## config.mk

```make
export PLATFORM = sky130hd
export DESIGN_NAME = adc_volt_bcd
export DESIGN_NICKNAME = d
export VERILOG_FILES = /design/src/rtl/adc_volt_bcd.sv
export SDC_FILE = /design/constraint.sdc
export NUM_CORES = 1
export LEC_CHECK = 0
export BUFFER_PORTS_ARGS = -buffer_cell sky130_fd_sc_hd__buf_2
export CAP_MARGIN = 30
export CORE_ASPECT_RATIO = 0.8
export CORE_MARGIN = 2
export CORE_UTILIZATION = 27
export DETAILED_ROUTE_END_ITERATION = 8
export PLACE_DENSITY = 0.46
export SLEW_MARGIN = 10
export SYNTH_ARGS = -nofsm -noshare
export SYNTH_HDL_FRONTEND = slang
export SYNTH_SLANG_ARGS = --single-unit
```

## constraint.sdc

```tcl
create_clock -name clk -period 2.6 [get_ports clk]
set_input_delay 0.39 -clock clk [delete_from_list [all_inputs] [get_ports clk]]
set_output_delay 0.39 -clock clk [all_outputs]
set_load 0.03 [all_outputs]
```

## src/rtl/adc_volt_bcd.sv

```systemverilog
// rtl/adc_volt_bcd.sv - XADC sample averaging, millivolt scaling and packed BCD conversion
module adc_volt_bcd #(
    parameter int AVG_LOG2 = 2,
    parameter int SCALE    = 333
) (
    input  logic        clk,
    input  logic        RESET_N,
    input  logic [15:0] sample_in,
    input  logic        sample_valid,
    output logic [15:0] bcd_out,
    output logic [13:0] mv_out,
    output logic        bcd_valid,
    output logic        busy,
    output logic        dropped
);

    localparam int AW = 12 + AVG_LOG2;
    localparam int CW = (AVG_LOG2 > 0) ? AVG_LOG2 : 1;
    localparam logic [CW-1:0] CNT_LAST = CW'((1 << AVG_LOG2) - 1);

    typedef enum logic [1:0] {
        S_ACCUM,
        S_SCALE,
        S_CONVERT,
        S_DONE
    } state_t;

    state_t state, state_nxt;

    logic [11:0]   code;
    logic          unused_lsb;
    logic [AW-1:0] acc;
    logic [AW-1:0] acc_sum;
    logic [CW-1:0] cnt;
    logic [3:0]    step;
    logic [11:0]   mul_a;
    logic [25:0]   mul_b;
    logic [25:0]   prod;
    logic [25:0]   prod_nxt;
    logic [13:0]   mv;
    logic [15:0]   dd_bcd;
    logic [15:0]   dd_adj;
    logic [13:0]   dd_bin;
    logic          accept;
    logic          win_last;

    assign code       = sample_in[15:4];
    assign unused_lsb = ^sample_in[3:0];
    assign accept     = (state == S_ACCUM) && sample_valid;
    assign win_last   = (cnt == CNT_LAST);
    assign acc_sum    = acc + AW'(code);
    assign prod_nxt   = mul_a[0] ? (prod + mul_b) : prod;
    assign busy       = (state != S_ACCUM);

    // Double-dabble correction: any digit >= 5 would overflow when doubled.
    always_comb begin
        dd_adj = dd_bcd;
        for (int i = 0; i < 4; i++) begin
            if (dd_bcd[4*i +: 4] >= 4'd5) begin
                dd_adj[4*i +: 4] = dd_bcd[4*i +: 4] + 4'd3;
            end
        end
    end

    always_ff @(posedge clk or negedge RESET_N) begin
        if (!RESET_N) begin
            state <= S_ACCUM;
        end else begin
            state <= state_nxt;
        end
    end

    always_comb begin
        state_nxt = state;
        case (state)
            S_ACCUM:   if (accept && win_last) state_nxt = S_SCALE;
            S_SCALE:   if (step == 4'd11) state_nxt = S_CONVERT;
            S_CONVERT: if (step == 4'd13) state_nxt = S_DONE;
            S_DONE:    state_nxt = S_ACCUM;
            default:   state_nxt = S_ACCUM;
        endcase
    end

    always_ff @(posedge clk or negedge RESET_N) begin
        if (!RESET_N) begin
            acc       <= '0;
            cnt       <= '0;
            step      <= '0;
            mul_a     <= '0;
            mul_b     <= '0;
            prod      <= '0;
            mv        <= '0;
            dd_bcd    <= '0;
            dd_bin    <= '0;
            bcd_out   <= '0;
            mv_out    <= '0;
            bcd_valid <= 1'b0;
            dropped   <= 1'b0;
        end else begin
            bcd_valid <= 1'b0;
            dropped   <= sample_valid && (state != S_ACCUM);
            case (state)
                S_ACCUM: begin
                    if (accept) begin
                        if (win_last) begin
                            acc   <= '0;
                            cnt   <= '0;
                            mul_a <= acc_sum[AW-1:AVG_LOG2];
                            mul_b <= 26'(SCALE);
                            prod  <= '0;
                            step  <= '0;
                        end else begin
                            acc <= acc_sum;
                            cnt <= cnt + 1'b1;
                        end
                    end
                end
                S_SCALE: begin
                    prod  <= prod_nxt;
                    mul_a <= mul_a >> 1;
                    mul_b <= mul_b << 1;
                    if (step == 4'd11) begin
                        mv     <= prod_nxt[25:12];
                        dd_bin <= prod_nxt[25:12];
                        dd_bcd <= '0;
                        step   <= '0;
                    end else begin
                        step <= step + 4'd1;
                    end
                end
                S_CONVERT: begin
                    {dd_bcd, dd_bin} <= {dd_adj[14:0], dd_bin, 1'b0};
                    step <= (step == 4'd13) ? 4'd0 : step + 4'd1;
                end
                S_DONE: begin
                    bcd_out   <= dd_bcd;
                    mv_out    <= mv;
                    bcd_valid <= 1'b1;
                end
                default: ;
            endcase
        end
    end

endmodule

```

==> key figures <==
Outcome
  • Outcome: finished with violations
  • Failing checks: negative setup slack

Power
  • Leakage dissipation: ~5.3 nW
  • Power per cell area: between 900 and 1000 mW/mm2
  • Final Power: ~0.011 W
  • Worst vdd ir: 539 uV

Placed design
  • RePlAce Congestion: 0.823
  • I/O Buffers: 47
  • Detailed Place HPWL: between 15 and 20 mm
  • Pre-CTS WS: -316 ps

Die
  • Cell Rows: 58
  • Initial core utilization: 0.274
  • Top-Level Pins: 52
  • Core area: 0.0314 mm2
  • Die outline width: 203 um
  • Die Y: 163 um
  • Die ar.: about 0.033 mm2

Clock network
  • CTS clk-pin slew, worst paths: 70 ps
  • Clk Latency, worst-skew pair: 440 ps
  • CTS root buf: clkbuf_16
  • Clock buffer depth: 2
  • CTS H-tree depth: 4
  • CTS Buf Count: 17
  • TritonCTS clock tree: done
  • Sink count of the clock tree: around 160

Yosys
  • Share of the synthesized area in the top cell type: 0.472
  • Most area-hungry cell type in the Yosys netlist: dfrtp_1
  • Synth Area in XOR/XNOR: 0.0367
  • Post-Syn Area: 0.00858 mm2
  • Post-synth top flop: dfrtp_1
  • Distinct cells, synth: 62
  • Syn_nets: about 920
  • Compound-gate portion of the synthesized area: 0.206
  • Async set-reset flop share out of synthesis: 1.00
  • Largest family of logic cells by synthesized area: compound AO/OA/AOI/OAI gates
  • Simple-gate area share of the yosys netlist: 0.119
  • Register area share after synthesis: 0.472
  • Synth warn: 0
  • Proportion of synthesized area in mux cells: 0.0550
  • Mapped Cells: 850
  • Seq cells post-synth: 162
  • Synth Area in Adders: 0.0819
  • Post-synth EDFFs: 0
  • Top post-synthesis cells by area: dfrtp_1, ha_1, o21ai_0
  • Synth Area per Inst: 10.1 um2

Critical path
  • Worst Path Arrival: around 3100 ps
  • R2r endpoint: dd_bin[8]
  • Crit-path max FO: 3
  • Critical path type: reg2reg
  • Worst Setup End Kind: flip-flop
  • Worst reg2reg path startpoint: mul_b[0]
  • Reg2Reg Depth: 11
  • Worst path required time: 2970 ps
  • Reg2reg setup slack: -170 ps
  • Setup crit start kind: flip-flop

Global route
  • Initial antenna violation count: 0
  • GR Overflow Total: 0
  • Global-route usage over all layers: 0.139
  • Vias in the first global route: between 6000 and 7000
  • First-pass GRT wire length: 36.5 mm
  • Largest net degree at the start of global routing: 54

Timing
  • Tmin final: 2770 ps
  • Final period util: 1.06
  • Slew HR: 0.439
  • Max Freq: 361 MHz
  • Final Skew: roughly 19 ps
  • Slew Viols, Final: 0
  • Setup TNS Final: -647 ps
  • Worst-margin pin slew: 841 ps
  • RSZ-0062 raised after global routing: true
  • Final hold vios: 0
  • Final Worst Setup Slack: -168 ps
  • Final setup viols: 9

Route
  • Detailed Routing Iterations Pass 1: 4
  • Drt wl/cell: 15.3 um
  • Vias per cell: between 4 and 5
  • Residual DRC: 0
  • Routed Antenna Nets: 0
  • Initial DRC count: 419
  • WL final: 22.2 mm
  • Via count: 6797

Layout
  • Layout cells sized above 1: 0.321
  • Area growth from synthesis to layout: 34.0%
  • Final Util: 0.367
  • FILL cells: 3199
  • Layout Nets: 1087
  • Ant diodes: 0

Min path
  • Worst hold start: sample_valid
  • HP Class: in2reg
  • Hold Path Depth: 2
  • Hold Crit Endpoint: dropped

Run
  • Max-cap viol count: 0
[flip-flops by register name, indices dropped and copies added, names as in the netlist]
signal,flops
mul_b,26
prod,26
bcd_out,16
dd_bcd,16
acc,14
dd_bin,14
mv,14
mv_out,14
mul_a,12
step,4
cnt,2
state,2
bcd_valid,1
dropped,1
[cell usage in the layout (no fill, tap or decap), drive strengths merged, types with 4 or more instances in the layout]
cell type,netlist,routed
buf,4,182
dfrtp,162,162
o21ai,100,100
nand2,88,88
ha,53,53
a21oi,46,46
nor2,36,36
mux2,33,33
inv,27,31
a22o,29,29
xor2,18,18
clkbuf,35,18
xnor2,18,18
nand3,17,17
nor3,14,14
a22oi,12,12
nand2b,12,12
and3,12,12
a211oi,12,12
a21o,11,11
o31ai,10,10
mux2i,10,10
nor2b,9,9
o21a,7,7
o21bai,6,6
a31oi,6,6
clkinv,0,6
nand4,5,5
or2,5,5
and2,4,4
a32o,4,4
a2111oi,4,4
[synthesized netlist by cell type (all sizes together), types with 11 or more instances]
| cell type | number |
|---|---|
| a211oi | 12 |
| a21o | 11 |
| a21oi | 46 |
| a22o | 29 |
| a22oi | 12 |
| and3 | 12 |
| clkbuf | 35 |
| dfrtp | 162 |
| ha | 53 |
| inv | 27 |
| mux2 | 33 |
| nand2 | 88 |
| nand2b | 12 |
| nand3 | 17 |
| nor2 | 36 |
| nor3 | 14 |
| o21ai | 100 |
| xnor2 | 18 |
| xor2 | 18 |
[power breakdown]
group          switching [W]  leakage, nW  internal [W]  total (W)
registers           0.000448         2.16       0.00308    0.00353
logic                0.00281         2.89       0.00239    0.00520
clock network        0.00111        0.269       0.00133    0.00243
[metal layers]
layer  vias to the layer above  routed length [um]  global-route usage
met1                      3294               12300               0.216
met5                         -                   0                   0
met4                         0                 147              0.0348
met2                        80                9050               0.193
met3                         8                 689              0.0293
li1                       3415                   -                   -
[worst max-delay path: stages, from the launching register on]
cell and delay [ps]:
dfrtp_1 350, ha_2 190, inv_2 40, fa_2 360
nor2b_4 150, o31ai_4 70, a211o_1 310, a311oi_2 300
nor2_1 90, or4b_1 520, nor3b_4 180, a21oi_2 140
[cell families after synthesis]
family | Yosys count
xor+xnor | 36
flops | 162
buf+inv | 66
mux | 43
compound gates | 273
simple gates | 215
fa+ha+maj | 55
[through the flow]
stage / std cells / instance area [um2] / hold WS, ps
floorplan: 850 / 8590 / 94.4
global placement: 1398 / 10200 / 318
detailed placement: 1398 / 10200 / 314
CTS: 1435 / 11000 / 230
global route: 1445 / 11500 / 240
finish: 1445 / 11500 / 254
[layout make-up]
cell class / count / area (um2) / area share
Inverter: 27 / 101 / 0.00882
Multi-Input combinational cell: 622 / 4900 / 0.426
Sequential cell: 162 / 4060 / 0.353
Tap cell: 420 / 526 / 0.0457
Clock buffer: 18 / 429 / 0.0373
Timing Repair Buffer: 183 / 1360 / 0.118
Clock inverter: 13 / 128 / 0.0111
[what timing repair did]
item,4_1_cts,5_1_grt
endpoints found under the setup margin,27,34
hold buffers,1,0
setup buffers,8,12
gates resized for setup,44,84
pin swaps,22,43
endpoints found under the hold margin,32,0
[worst max path at each step]
stage | start | end | slack [ps]
floorplan | mul_b[0] | dd_bin[8] | -150
global placement | mul_b[11] | mv[13] | -280
detailed placement | mul_b[11] | mv[13] | -320
CTS | mul_b[0] | dd_bin[8] | -150
global route | prod[0] | dd_bin[8] | -310
finish | mul_b[0] | dd_bin[8] | -170
Note: power is estimated with default switching activity, not from simulation.
